===== config.mk =====
export PLATFORM = sky130hd
export DESIGN_NAME = dac_update_scheduler
export DESIGN_NICKNAME = d
export VERILOG_FILES = /design/src/rtl/dac_update_scheduler_pkg.sv /design/src/rtl/dac_update_scheduler_rr_arbiter2.sv /design/src/rtl/dac_update_scheduler.sv
export SDC_FILE = /design/constraint.sdc
export NUM_CORES = 1
export LEC_CHECK = 0
export ABC_AREA = 1
export BUFFER_PORTS_ARGS = -buffer_cell sky130_fd_sc_hd__buf_2
export CORE_UTILIZATION = 35
export DETAILED_ROUTE_END_ITERATION = 8
export SLEW_MARGIN = 20
export SYNTH_ARGS = -nofsm -noshare
export SYNTH_HDL_FRONTEND = slang
export SYNTH_SLANG_ARGS = --single-unit

===== constraint.sdc =====
create_clock -name clk -period 1.7 [get_ports clk]
set_clock_uncertainty 0.15 [all_clocks]
set_input_delay 0.17 -clock clk [delete_from_list [all_inputs] [get_ports clk]]
set_output_delay 0.17 -clock clk [all_outputs]
set_load 0.05 [all_outputs]

===== src/rtl/dac_update_scheduler_pkg.sv =====
// rtl/dac_update_scheduler_pkg.sv - shared constants and FSM state type for the DAC update scheduler
//
// Purpose: code width, channel selectors, the driver's minimum frame length
// and the scheduler FSM state encoding, shared by the top and its arbiter.
package dac_update_scheduler_pkg;

    localparam int DAC_CODE_W       = 12;
    localparam logic CHAN_A         = 1'b0;
    localparam logic CHAN_B         = 1'b1;
    // 42 serial bit-times of 16 clocks each for one A+B frame.
    localparam int DRIVER_MIN_FRAME = 42 * 16;

    typedef enum logic [1:0] {
        IDLE   = 2'd0,
        LAUNCH = 2'd1,
        FRAME  = 2'd2,
        GAP    = 2'd3
    } state_t;

endpackage


===== src/rtl/dac_update_scheduler_rr_arbiter2.sv =====
// rtl/dac_update_scheduler_rr_arbiter2.sv - two-input round-robin grant
//
// Purpose: grants at most one of two requesters per cycle. A lone requester
// always wins; on a tie the requester that did not win the previous tie is
// granted. Grants are combinational and held low during reset.
// Ports:
//   i_clk, i_rst           clock, synchronous active-high reset
//   i_valid0, i_valid1     request lines
//   o_grant0, o_grant1     one-hot (or zero) grant, same cycle as request
module rr_arbiter2 (
    input  logic i_clk,
    input  logic i_rst,
    input  logic i_valid0,
    input  logic i_valid1,
    output logic o_grant0,
    output logic o_grant1
);
    import dac_update_scheduler_pkg::*;

    // 1 means requester 1 won the last tie, so requester 0 wins the next one.
    logic r_rr_last;
    logic w_tie;

    assign w_tie    = i_valid0 & i_valid1;
    assign o_grant0 = ~i_rst & i_valid0 & (~i_valid1 | r_rr_last);
    assign o_grant1 = ~i_rst & i_valid1 & (~i_valid0 | ~r_rr_last);

    always_ff @(posedge i_clk) begin
        if (i_rst) begin
            r_rr_last <= 1'b1;
        end else if (w_tie) begin
            r_rr_last <= o_grant1;
        end
    end

endmodule


===== src/rtl/dac_update_scheduler.sv =====
// rtl/dac_update_scheduler.sv - shares the dual-channel serial DAC driver between two writers
//
// Purpose: keeps A/B shadow codes, coalesces writes into the fewest frames,
// and launches the driver with a one-cycle en pulse, timing each frame
// itself because the driver has no busy output.
// Ports:
//   clk, rst                         clock, synchronous active-high reset
//   req0_valid/chan/data, req0_ready host write port (chan 0 = A, 1 = B)
//   req1_valid/chan/data, req1_ready ramp-engine write port
//   force_update                     re-send shadows even when not dirty
//   dac_en                           launch pulse to the driver
//   dac_a_data, dac_b_data           frame codes, held for the whole frame
//   busy                             high from launch to end of gap
//   frames_done                      wrapping completed-frame counter
module dac_update_scheduler
    import dac_update_scheduler_pkg::*;
#(
    parameter int FRAME_CYCLES = 700,
    parameter int GAP_CYCLES   = 4,
    parameter int CNT_W        = 16
) (
    input  logic                  clk,
    input  logic                  rst,
    input  logic                  req0_valid,
    input  logic                  req0_chan,
    input  logic [DAC_CODE_W-1:0] req0_data,
    output logic                  req0_ready,
    input  logic                  req1_valid,
    input  logic                  req1_chan,
    input  logic [DAC_CODE_W-1:0] req1_data,
    output logic                  req1_ready,
    input  logic                  force_update,
    output logic                  dac_en,
    output logic [DAC_CODE_W-1:0] dac_a_data,
    output logic [DAC_CODE_W-1:0] dac_b_data,
    output logic                  busy,
    output logic [CNT_W-1:0]      frames_done
);

    localparam int TIMER_MAX = (FRAME_CYCLES > GAP_CYCLES) ? FRAME_CYCLES : GAP_CYCLES;
    localparam int TIMER_W   = $clog2(TIMER_MAX + 1);
    localparam logic [TIMER_W-1:0] FRAME_LOAD = TIMER_W'(FRAME_CYCLES - 1);
    localparam logic [TIMER_W-1:0] GAP_LOAD   = (GAP_CYCLES > 0) ? TIMER_W'(GAP_CYCLES - 1) : '0;

    state_t                r_state;
    state_t                w_state_nxt;
    logic [TIMER_W-1:0]    r_timer;
    logic [DAC_CODE_W-1:0] r_shadow_a;
    logic [DAC_CODE_W-1:0] r_shadow_b;
    logic                  r_dirty;
    logic                  r_force_pend;
    logic                  w_snapshot;
    logic                  w_frame_end;
    logic                  w_wr_en;
    logic                  w_wr_chan;
    logic [DAC_CODE_W-1:0] w_wr_data;

    rr_arbiter2 u_arb (
        .i_clk    (clk),
        .i_rst    (rst),
        .i_valid0 (req0_valid),
        .i_valid1 (req1_valid),
        .o_grant0 (req0_ready),
        .o_grant1 (req1_ready)
    );

    assign w_wr_en   = req0_ready | req1_ready;
    assign w_wr_chan = req0_ready ? req0_chan : req1_chan;
    assign w_wr_data = req0_ready ? req0_data : req1_data;

    assign dac_en = (r_state == LAUNCH);
    assign busy   = (r_state != IDLE);

    always_comb begin
        w_state_nxt = r_state;
        w_snapshot  = 1'b0;
        w_frame_end = 1'b0;
        case (r_state)
            IDLE: begin
                if (r_dirty | r_force_pend) begin
                    w_snapshot  = 1'b1;
                    w_state_nxt = LAUNCH;
                end
            end
            LAUNCH: w_state_nxt = FRAME;
            FRAME: begin
                if (r_timer == '0) begin
                    w_frame_end = 1'b1;
                    if (GAP_CYCLES > 0) w_state_nxt = GAP;
                    else                w_state_nxt = IDLE;
                end
            end
            GAP: begin
                if (r_timer == '0) w_state_nxt = IDLE;
            end
            default: w_state_nxt = IDLE;
        endcase
    end

    always_ff @(posedge clk) begin
        if (rst) begin
            r_state <= IDLE;
        end else begin
            r_state <= w_state_nxt;
        end
    end

    always_ff @(posedge clk) begin
        if (rst) begin
            r_timer      <= '0;
            r_shadow_a   <= '0;
            r_shadow_b   <= '0;
            r_dirty      <= 1'b0;
            r_force_pend <= 1'b0;
            dac_a_data   <= '0;
            dac_b_data   <= '0;
            frames_done  <= '0;
        end else begin
            if (w_wr_en) begin
                if (w_wr_chan == CHAN_B) r_shadow_b <= w_wr_data;
                else                     r_shadow_a <= w_wr_data;
            end
            // A set in the snapshot cycle wins, so a write racing the
            // snapshot still gets its own frame.
            if (w_wr_en)         r_dirty <= 1'b1;
            else if (w_snapshot) r_dirty <= 1'b0;
            if (force_update)    r_force_pend <= 1'b1;
            else if (w_snapshot) r_force_pend <= 1'b0;

            if (w_snapshot) begin
                dac_a_data <= r_shadow_a;
                dac_b_data <= r_shadow_b;
            end

            case (r_state)
                LAUNCH: r_timer <= FRAME_LOAD;
                FRAME: begin
                    if (r_timer == '0) r_timer <= GAP_LOAD;
                    else               r_timer <= r_timer - TIMER_W'(1);
                end
                GAP: begin
                    if (r_timer != '0) r_timer <= r_timer - TIMER_W'(1);
                end
                default: r_timer <= r_timer;
            endcase

            if (w_frame_end) frames_done <= frames_done + CNT_W'(1);
        end
    end

    // A shorter frame would relaunch the driver before it has finished.
    always_ff @(posedge clk) begin
        assert (FRAME_CYCLES >= DRIVER_MIN_FRAME)
            else $error("FRAME_CYCLES %0d below driver minimum %0d", FRAME_CYCLES, DRIVER_MIN_FRAME);
    end

endmodule


==> impl_metrics.yaml, run 1 <==
timing:
  fin_ws_ns: 0.0598
  setup_viol: 0
  fin_crit_ns: 1.64
  slew_headroom_pct: 75.3
  fmax_mhz: 610
  slew_viol_final: 0
  setup_tns_ns: 0
  finalHoldViolations: 0
  fin_crit_sh_pct: 96.5
  tightest_slew_ns: 0.367
  rsz0062_at_grt: "yes"
floorplanning:
  initial_utilization_pct: 36.2
  dieArea_sq_um: 11700
  rows: 38
  io_pins: 75
  core-area_sq_um: 10900
  fp.dieW_microns: 108
  die_h_microns: 108
synth:
  synth_area_leaders: "dfxtp_1 (40%), nand2_1 (16%), inv_1 (7.6%), a21oi_1 (6.3%), nor2_1 (5.9%)"
  ys_seq_elements: 79
  yosysWarnings: 0
  synthesis.area_sq_um: 3960
  synth_nets: 629
  netlist.area_leader.share_pct: 40.0
  synthCells: 592
  ys_seq_area_share_pct: 40.0
  synth_edf_count: 0
  synth_top_area_cell: "dfxtp_1"
  synth.avg_cell_area_sq_um: 6.68
  async_flop_share_pct: 0
  ys_types: 33
  synthFlopType: "dfxtp_1"
pwr:
  peakVddDrop_v: 0.000701
  p_leak_uw: 0.00238
  internal_power_uw: 4510
  pwr-share-comb_pct: 43.8
  p_seq_share_pct: 31.1
  p_switching_uw: 3410
  swShare_pct: 43.0
  pwr-share-clk_pct: 25.1
  power.density_nw_per_um2: 1580
drt:
  highest_layer: "met4"
  routedWlPerCell_microns: 12.2
  wl_mm: 10.0
  drc_errors: 0
  route.layer.met1.wl_mm: 4.63
  drt_iter0_drc: 121
  dr_wl_met3_microns: 477
  met2_length_mm: 4.77
  ant_nets: 0
  routed_via_density: 4.70
  num_vias: 3860
  first_pass_iters: 4
worst_setup_path:
  crit_arrival_ns: 1.32
  cp-end-kind: "output pin"
  worst_setup_path_start_kind: "flip-flop"
  cp_data_required_time_ns: 1.38
  critPathMaxFanout: 10
  critical_path_class: "reg2out"
  rrSetupSlack_ns: 0.09
cts:
  path_clk_slew_ns: 0.07
  cts_sinks: 79
  clockBufferDepth: 2
  htree_num_levels: 3
  cts_made_buffers: 9
  tritoncts: "done"
  cts_root_buf: "clkbuf_16"
  clock_latency_ns: 0.34
cells_and_area:
  fillers: 1128
  drive_above_1_share_pct: 24.0
  nNetsFinal: 714
  antenna_cells: 0
  syn_to_final_growth_pct: 27.0
min_path:
  hold_path_class: "in2reg"
global_route:
  grt_pass1_wl_mm: 16.1
  grt_use_total_pct: 17.4
  overflow: 0
  grt_max_degree: 49
  antenna_found_initial: 0
  first_global_vias: 3529
placement:
  place_hpwl_mm: 6.94
  port_buffers: 74
  routabilityCongestion: 0.818
  pre_cts_slack_ns: -0.0376
run_status:
  status: "complete, no violations"
flow_run:
  cap_viol_max_count: 0
[placed cells by master, fill, tap and decap left out, types with 3 or more instances in the layout]
cell / instances
nand4_1: 6
o21ai_1: 11
dfxtp_2: 6
or2_1: 10
o21ai_0: 29
inv_1: 77
nor2_2: 6
nand2_2: 12
clkbuf_16: 10
inv_4: 4
nor2_4: 4
a21oi_1: 48
buf_2: 72
inv_2: 3
nor2_1: 59
nand2_1: 169
dfxtp_1: 73
xor2_1: 6
nand3_1: 22
nand2_4: 4
clkinv_4: 4
buf_6: 5
ha_1: 3
buf_4: 12
[power groups by stage]
stage          Clock, uW  Combinational (uW)  Sequential [uW]
5_1_grt             2090                3810             2500
2_1_floorplan          0                1750             3030
3_5_place_dp           0                3120             2470
3_3_place_gp           0                3060             2460
4_1_cts             2020                3210             2440
6_report            1990                3470             2460
[per-stage QoR]
| stage | util [%] | total power, uW | hold WS [ns] | instances | cell area, sq um |
|---|---|---|---|---|---|
| 3_5_place_dp | 41.4 | 5590 | 0.235 | 800 | 4530 |
| 4_1_cts | 44.8 | 7660 | 0.0146 | 820 | 4900 |
| 2_1_floorplan | - | 4780 | 0.137 | 592 | 3970 |
| 6_report | 45.9 | 7920 | 0.0187 | 822 | 5020 |
| 3_3_place_gp | 41.4 | 5520 | 0.231 | 800 | 4530 |
| 5_1_grt | 45.9 | 8400 | 0.0495 | 822 | 5020 |
[area by class of cell]
type	instances	area [sq um]	share of cell area, %
clock buffers	9	225	4.48
repair buffers	95	607	12.1
repair inverters	1	7.51	0.149
multi-input cells	406	2010	40.0
well taps	140	175	3.49
inverters	85	330	6.57
clock inverters	7	81.3	1.62
flip-flops and latches	79	1590	31.6
[timing repair]
item                                    in CTS  in global routing
endpoints found under the setup margin      12                 55
hold endpoints to repair                     2                  0
cloned                                       1                  1
gates resized for setup                      9                 26
setup buffers                                1                  1
pin swaps                                    1                  4
hold buffers                                 2                  0
[kinds of logic after synthesis]
family | synth area share, %
DFF | 40.0
and+or+nand+nor | 32.8
buffers and inverters | 11.6
adders and majority gates | 1.90
xor gates and xnor gates | 1.55
AOI/OAI and AO/OA | 12.1
[Yosys cell counts, types with 9 or more instances]
cell type / count
or2_1: 10
dfxtp_1: 79
nand2_2: 14
nor2_1: 62
o21ai_0: 31
nand3_1: 22
clkbuf_1: 9
o21ai_1: 10
nand2_1: 170
a21oi_1: 50
inv_1: 80
[per-layer routing]
metal,global-route usage (%),vias up
li1,-,1999
met1,21.6,1766
met2,29.3,80
met3,4.52,15
met4,5.79,0
met5,0,-
[worst max-delay path: stages (launching register included)]
cell     delay, ns
dfxtp_1       0.37
inv_1         0.12
ha_4          0.20
inv_4         0.13
buf_8         0.16
[registers in the layout (all words and copies together) (netlist names)]
name	cells
frames_done	16
dac_a_data	12
dac_b_data	12
r_shadow_a	12
r_shadow_b	12
r_timer	10
r_state	2
r_dirty	1
r_force_pend	1
u_arb.r_rr_last	1
[worst paths after layout]
path,start,end,depth (start not counted)
worst min register to register,r_shadow_b[1],dac_b_data[1],2
worst max register to register,r_timer[1],r_timer[9],9
worst min-delay path,req1_valid,u_arb.r_rr_last,4
worst max-delay path,r_state[0],busy,4
Power figures use the tool's default switching activity.
==> inputs of run 2 (changes only) <==
- CORE_ASPECT_RATIO: not set -> 1.1
- CTS_CLUSTER_DIAMETER: not set -> 200
==> run 2 against run 1 <==
  * Global-route usage is 0.33 points higher
  * Clock-buffer cell count is the same
  * Maximum frequency is 1.4% lower
  * Register-to-register slack worse by 0.05 ns
  * Sequential share of layout area decreased by 0.58 points
  * Combinational power rose by 3%
  * Largest power group unchanged
==> impl_metrics.yaml, run 2 (synthesis gave the netlist of run 1 again) <==
drt:
  first_pass_iters: 4
  num_vias: 3860
  dr_wl_met3_microns: 429
  routed_via_density: 4.61
  highest_layer: "met4"
  wl_mm: 10.2
  drc_errors: 0
  routedWlPerCell_microns: 12.1
  route.layer.met1.wl_mm: 4.73
  ant_nets: 0
  met2_length_mm: 4.90
  drt_iter0_drc: 67
cts:
  cts_made_buffers: 9
  htree_num_levels: 3
  cts_root_buf: "clkbuf_16"
  path_clk_slew_ns: 0.06
  cts_sinks: 79
  tritoncts: "done"
  clock_latency_ns: 0.34
  clockBufferDepth: 2
pwr:
  p_leak_uw: 0.00243
  power.density_nw_per_um2: 1610
  peakVddDrop_v: 0.000785
timing:
  rsz0062_at_grt: "yes"
  fin_crit_ns: 1.66
  fin_ws_ns: 0.0361
  tightest_slew_ns: 0.503
  fmax_mhz: 601
  setup_tns_ns: 0
  finalHoldViolations: 0
  slew_viol_final: 0
  setup_viol: 0
  fin_crit_sh_pct: 97.9
  slew_headroom_pct: 66.5
global_route:
  grt_max_degree: 56
  grt_pass1_wl_mm: 16.3
  grt_use_total_pct: 17.8
  overflow: 0
  antenna_found_initial: 0
  first_global_vias: 3602
cells_and_area:
  instances_no_fill: 838
  seq_area_sq_um: 1590
  nNetsFinal: 723
  multi_input_area_sq_um: 2000
  drive_above_1_share_pct: 25.8
  top_register: "frames_done"
  final_cell_mix: "nand2_1 (169), inv_1 (77), buf_2 (72)"
  antenna_cells: 0
  layout_commonest_cell: "nand2_1"
  fillers: 1152
  largest_reg_flops: 16
  syn_to_final_growth_pct: 29.6
worst_setup_path:
  critPathSlowestCell: "dfxtp_1"
  slowest_delay_ns: 0.33
  cp-end-kind: "flip-flop"
  crit_arrival_ns: 1.77
  worst_setup_path_start_kind: "flip-flop"
  cp_cell_sequence: "inv_1, ha_2, o21ai_0, inv_2, buf_12, o21ai_0, a21oi_1"
  cp_data_required_time_ns: 1.80
  critPathMaxFanout: 24
  cp_common_cell: "o21ai_0"
  critical_path_class: "reg2reg"
floorplanning:
  rows: 40
  initial_utilization_pct: 36.1
  io_pins: 75
  dieArea_sq_um: 11700
  die_h_microns: 113
  core-area_sq_um: 11000
  fp.dieW_microns: 103
placement:
  place_hpwl_mm: 7.14
  place_inst: 810
  port_buffers: 74
  pre_cts_slack_ns: -0.0612
  routabilityCongestion: 0.918
min_path:
  hold_path_class: "in2reg"
flow_run:
  cap_viol_max_count: 0
run_status:
  status: "complete, no violations"
-- run 2: critical path: cells and delay by family, from the launching register on --
family / cells / cell delay (ns)
DFF: 1 / 0.33
adders and majority gates: 1 / 0.24
buffers and inverters: 3 / 0.41
AOI/OAI and AO/OA: 3 / 0.43
-- run 2: per-layer routing --
metal / track usage, % / up-vias
met5: 0 / -
met2: 30.0 / 97
li1: - / 2013
met3: 4.11 / 12
met4: 6.38 / 0
met1: 21.8 / 1738
-- run 2: worst paths after layout --
path | start | endpoint | slack [ns] | cells after the start
worst max-delay path | r_state[0] | dac_a_data[11] | 0.04 | 7
worst min-delay path | req1_valid | u_arb.r_rr_last | 0.01 | 4
worst max register to register | r_state[0] | dac_a_data[11] | 0.04 | 7
worst min register to register | r_shadow_b[5] | dac_b_data[5] | 0.30 | 2
-- run 2: power breakdown --
part           switching, uW  internal (uW)  leakage [uW]
combinational           2410           1170       0.00161
clock                    802           1440      0.000166
sequential               220           2210      0.000651
total                   3440           4820       0.00243
-- run 2: timing repair --
action	CTS	global route
hold buffers	2	0
endpoints found under the setup margin	23	76
setup buffers	3	4
pin swaps	1	3
cloned	0	3
endpoints found under the hold margin	2	0
resized for setup	6	35
-- run 2: layout make-up --
class	instances	area share (%)
repair inverters	1	0.122
multi-input cells	406	39.0
clock inverters	7	2.34
repair buffers	104	13.0
well taps	147	3.59
inverters	85	6.49
flip-flops and latches	79	31.0
clock buffers	9	4.39
-- run 2: metrics by stage --
stage	hold slack [ns]	util [%]	area [sq um]	total power [uW]
CTS	0.000963	45.2	4960	7940
finish	0.0138	46.8	5130	8260
detailed placement	0.234	41.5	4550	5590
global placement	0.230	41.5	4550	5520
floorplan	0.137	-	3970	4780
global route	0.0173	46.8	5130	8760
